--- src/rtl/spi_master_multi.sv ---
// spi_master_multi: SPI master with N chip selects, 1..MAX_BYTES transfers, runtime CPOL/CPHA and SCLK divider
// Ports: clk/rst (async active-high); start/busy/done CPU handshake; cs_sel, num_bytes, cpol, cpha,
//   clk_div, tx_data latched at start; rx_data valid with done; sclk/mosi/cs_n/miso pad side.
module spi_master_multi #(
  parameter int NUM_CS = 2,
  parameter int MAX_BYTES = 4,
  parameter int DIV_WIDTH = 8,
  localparam int CSW = NUM_CS > 1 ? $clog2(NUM_CS) : 1,
  localparam int NBW = $clog2(MAX_BYTES + 1),
  localparam int DW = 8 * MAX_BYTES
) (
  input  logic                 clk,
  input  logic                 rst,
  input  logic                 start,
  input  logic [CSW-1:0]       cs_sel,
  input  logic [NBW-1:0]       num_bytes,
  input  logic                 cpol,
  input  logic                 cpha,
  input  logic [DIV_WIDTH-1:0] clk_div,
  input  logic [DW-1:0]        tx_data,
  output logic                 busy,
  output logic                 done,
  output logic [DW-1:0]        rx_data,
  output logic                 sclk,
  output logic                 mosi,
  output logic [NUM_CS-1:0]    cs_n,
  input  logic                 miso
);
  localparam int HPW = $clog2(16 * MAX_BYTES);
  typedef enum logic [1:0] {IDLE, SETUP, SHIFT, HOLD} state_t;
  state_t state_q, state_d;
  logic [DIV_WIDTH-1:0] cnt_q, cnt_d, div_q, div_d;
  logic [HPW-1:0] hp_q, hp_d, hp_last;
  logic [NBW-1:0] nb_q, nb_d, nb_in;
  logic cpol_q, cpol_d, cpha_q, cpha_d;
  logic [DW-1:0] tx_q, tx_d, rx_sr_q, rx_sr_d, rx_q, rx_d, tx_al;
  logic sclk_q, sclk_d, mosi_q, mosi_d, busy_q, busy_d, done_q, done_d;
  logic [NUM_CS-1:0] cs_n_q, cs_n_d;
  logic tick, go, smp, drv;
  assign tick = cnt_q == div_q;
  assign nb_in = num_bytes == '0 ? NBW'(1) : num_bytes > NBW'(MAX_BYTES) ? NBW'(MAX_BYTES) : num_bytes;
  assign tx_al = tx_data << {NBW'(MAX_BYTES) - nb_in, 3'b000};
  assign go = start && state_q == IDLE && ({1'b0, cs_sel} < (CSW + 1)'(NUM_CS));
  assign hp_last = HPW'({nb_q, 4'b0000} - (NBW + 4)'(1));
  // even half-period index ends on a leading edge; the edge after the final sample never drives
  assign smp = ~hp_q[0] ^ cpha_q;
  assign drv = ~smp && hp_q != hp_last;
  always_comb begin
    state_d = state_q;
    cnt_d = tick ? '0 : cnt_q + DIV_WIDTH'(1);
    div_d = div_q;
    hp_d = hp_q;
    nb_d = nb_q;
    cpol_d = cpol_q;
    cpha_d = cpha_q;
    tx_d = tx_q;
    rx_sr_d = rx_sr_q;
    rx_d = rx_q;
    sclk_d = sclk_q;
    mosi_d = mosi_q;
    busy_d = busy_q;
    done_d = 1'b0;
    cs_n_d = cs_n_q;
    case (state_q)
      IDLE: begin
        cnt_d = '0;
        sclk_d = go ? cpol : cpol_q;
        if (go) begin
          state_d = SETUP;
          busy_d = 1'b1;
          cpol_d = cpol;
          cpha_d = cpha;
          div_d = clk_div;
          nb_d = nb_in;
          hp_d = '0;
          rx_sr_d = '0;
          cs_n_d = ~(NUM_CS'(1) << cs_sel);
          mosi_d = cpha ? mosi_q : tx_al[DW-1];
          tx_d = cpha ? tx_al : tx_al << 1;
        end
      end
      SETUP: state_d = tick ? SHIFT : SETUP;
      SHIFT: begin
        if (tick) begin
          sclk_d = ~sclk_q;
          hp_d = hp_q + HPW'(1);
          rx_sr_d = smp ? {rx_sr_q[DW-2:0], miso} : rx_sr_q;
          mosi_d = drv ? tx_q[DW-1] : mosi_q;
          tx_d = drv ? tx_q << 1 : tx_q;
          state_d = hp_q == hp_last ? HOLD : SHIFT;
        end
      end
      HOLD: begin
        if (tick) begin
          state_d = IDLE;
          cs_n_d = '1;
          rx_d = rx_sr_q;
          done_d = 1'b1;
          busy_d = 1'b0;
        end
      end
    endcase
  end
  always_ff @(posedge clk or posedge rst) begin
    if (rst) begin
      state_q <= IDLE;
      cnt_q <= '0;
      div_q <= '0;
      hp_q <= '0;
      nb_q <= NBW'(1);
      cpol_q <= 1'b0;
      cpha_q <= 1'b0;
      tx_q <= '0;
      rx_sr_q <= '0;
      rx_q <= '0;
      sclk_q <= 1'b0;
      mosi_q <= 1'b0;
      busy_q <= 1'b0;
      done_q <= 1'b0;
      cs_n_q <= '1;
    end else begin
      state_q <= state_d;
      cnt_q <= cnt_d;
      div_q <= div_d;
      hp_q <= hp_d;
      nb_q <= nb_d;
      cpol_q <= cpol_d;
      cpha_q <= cpha_d;
      tx_q <= tx_d;
      rx_sr_q <= rx_sr_d;
      rx_q <= rx_d;
      sclk_q <= sclk_d;
      mosi_q <= mosi_d;
      busy_q <= busy_d;
      done_q <= done_d;
      cs_n_q <= cs_n_d;
    end
  end
  assign busy = busy_q;
  assign done = done_q;
  assign rx_data = rx_q;
  assign sclk = sclk_q;
  assign mosi = mosi_q;
  assign cs_n = cs_n_q;
endmodule

--- config.mk ---
export PLATFORM = sky130hd
export DESIGN_NAME = spi_master_multi
export DESIGN_NICKNAME = d
export VERILOG_FILES = /design/src/rtl/spi_master_multi.sv
export SDC_FILE = /design/constraint.sdc
export NUM_CORES = 1
export LEC_CHECK = 0
export BUFFER_PORTS_ARGS = -buffer_cell sky130_fd_sc_hd__buf_2
export CAP_MARGIN = 30
export CORE_MARGIN = 4
export CORE_UTILIZATION = 30
export DETAILED_ROUTE_END_ITERATION = 7
export PLACE_DENSITY = 0.51
export SYNTH_ARGS = -nofsm -noshare
export SYNTH_HDL_FRONTEND = slang
export SYNTH_SLANG_ARGS = --single-unit
--- constraint.sdc ---
create_clock -name clk -period 4.1 [get_ports clk]
set_clock_uncertainty 0.05 [all_clocks]
set_input_delay 0.82 -clock clk [delete_from_list [all_inputs] [get_ports clk]]
set_output_delay 0.82 -clock clk [all_outputs]
set_load 0.05 [all_outputs]
==> run metrics <==
io pins=88; Total Power=0.005102 W; postcts setup bufs=0; sequential share of the synthesized area=49.49%; Avg Cell Area, Syn=9.750 um2; CTS tree=yes; Clock Pin Slew Worst Setup and Hold Paths=60 ps; Final TNS setup=0 ps; final hold violations=0; critical-path cell list=xnor2_1, nand4_4, o31ai_4, and2_1, buf_12, mux2_4; # nets final=804; Core ar.=21290 um2; worst-path maximum fanout=18; Critical-path top delay cell=o31ai_4; Buf+Inv Stages, Crit Path=1; Synth cell types=45; vias in the first global route=5146; CTS resizes=0; Clock Latency Late Sink=420 ps; post-route ant nets=0; hold_buf cts=0; synthesized area=6581 um2; minimum clock period=3166 ps; EDFF count, synth=0; clk buf depth=2; fin crit share=77.23%; number of buffers created by CTS=17; Largest stage delay, worst path=800 ps; Worst slew margin=39.05%; DIE AREA=24370 um2; gr usage total=14.37%; final RePlAce weighted congestion=0.8394; status=finished, final reports clean; flops & latches, synth=130; Synth warnings=0; CP Data Arrival Time=3420 ps; critical path class=flip-flop to flip-flop; global route overflow=0; crit end category=flip-flop; # diodes=0; synth-to-layout area growth=19.96%; Final Util=37.09%; TritonCTS Sinks=130; Routed WL=16900 um; CP required=4350 ps; ys async rst share=100.0%; max-slew violations=0; Worst VDD drop=0.2347 mV; net count after synthesis=728; first-pass GRT wire length=27990 um; dominant synthesized flop cell=dfrtp_1; # rows=53; area leader, netlist=dfrtp_1; type of the worst min-delay path=primary input to asynchronous set/reset pin; Final HPWL DP=11670 um; chip width=156.1 um; htree depth=4; top-area cell type share of the netlist area=48.29%; largest net degree at the start of global routing=61; power density over the cells=646.2 nW/um2; layout cell share with drive strength beyond 1=26.18%; Leak=3.262 nW; fmax=315.8 MHz; DRT Pass-1 Iters=4; die height=156.1 um; initial antenna violation count=0; drt drc=0; Syn Inst Count=675; Port Buf Inserts=87; Area contributors post-synth=dfrtp_1, o21ai_0, nand2_1; max_cap viols=0; CP Launch Type=flip-flop; Vias=5215; Final setup viols=0; setup slack after layout=933.7 ps; initial cell density of the core=30.92%; top-count cell post-synth=dfrtp_1; synth cell count leaders=dfrtp_1, nand2_1, o21ai_0, nand3_1, a21oi_1; CTS root buffer=clkbuf_16; pre-CTS WS=886.9 ps; vias per cell=5.019; Hold WS=370.6 ps; DRT iter0 DRCs=276; RSZ-0062 raised after global routing=no; worst slew pin tran=910.8 ps; critical path's top delay family=simple AND/OR/NAND/NOR gates; Wirelength per Cell=16.27 um
[power by group]
group | internal, W | switching (W)
clock network | 0.000961 | 0.000604
logic | 0.000576 | 0.00103
registers | 0.00167 | 0.000257
[flip-flops by register name, indices dropped and copies added (netlist names), 2 cells and up, named ones only]
register,count
rx_data,32
rx_sr_q,32
tx_q,32
cnt_q,8
div_q,8
hp_q,6
cs_n,2
nb_q,2
[worst paths after layout]
check | start | endpoint | slack [ps] | cells past startpoint
worst max-delay path | cnt_q[1] | tx_q[10] | 930 | 6
worst min-delay path | rst | cnt_q[0] | 370 | 2
worst max register to register | cnt_q[1] | tx_q[10] | 930 | 6
worst min register to register | rx_sr_q[31] | rx_sr_q[31] | 440 | 2
max in group asynchronous | rst | nb_q[0] | 2850 | 3
min in group clk | rx_sr_q[31] | rx_sr_q[31] | 440 | 2
[final cells by class]
type	count	area, um2
fillers	2165	13390
flip-flops and latches	130	3257
multi-input cells	492	3068
repair buffers	105	595.6
clock buffers	17	425.4
well taps	275	344.1
clock inverters	15	182.7
inverters	5	22.52
[layout by cell type (no fill, tap or decap), drive strengths merged, types with 4 or more instances in the layout]
cell type  instances
dfrtp            127
nand2            124
buf              105
o21ai             96
mux2              50
nand3             48
a21oi             41
nor2              25
clkbuf            17
xnor2             15
a41oi             15
and2              11
mux2i             10
clkinv            10
a22o               7
a32o               7
xor2               6
nor2b              5
nor3               5
inv                5
nand2b             4
[stage by stage]
step	cells	area (um2)
finish	1039	7895
global route	1039	7895
CTS	1039	7895
detailed placement	1007	7287
global placement	1007	7287
floorplan	675	6585
[layer usage]
metal,up-vias,global-route usage [%],share of wire [%]
li1,2536,-,-
met1,2522,19.78,47
met2,137,22.01,46
met3,20,3.800,5.7
met4,0,4.876,1.7
met5,-,0,0
[cells by family (layout without fill, tap and decap cells)]
| kind of cell | after synthesis | after routing | share of synthesized area (%) |
|---|---|---|---|
| AO/OA/AOI/OAI | 178 | 178 | 16.14 |
| XOR/XNOR | 21 | 21 | 2.795 |
| adder cells (fa/ha/maj) | 3 | 3 | 0.5704 |
| buffers and inverters | 53 | 142 | 3.916 |
| flip-flops | 130 | 130 | 49.49 |
| multiplexers | 60 | 60 | 10.87 |
| AND/OR/NAND/NOR | 230 | 230 | 16.22 |
No activity file was read; power rests on OpenSTA's default activity.
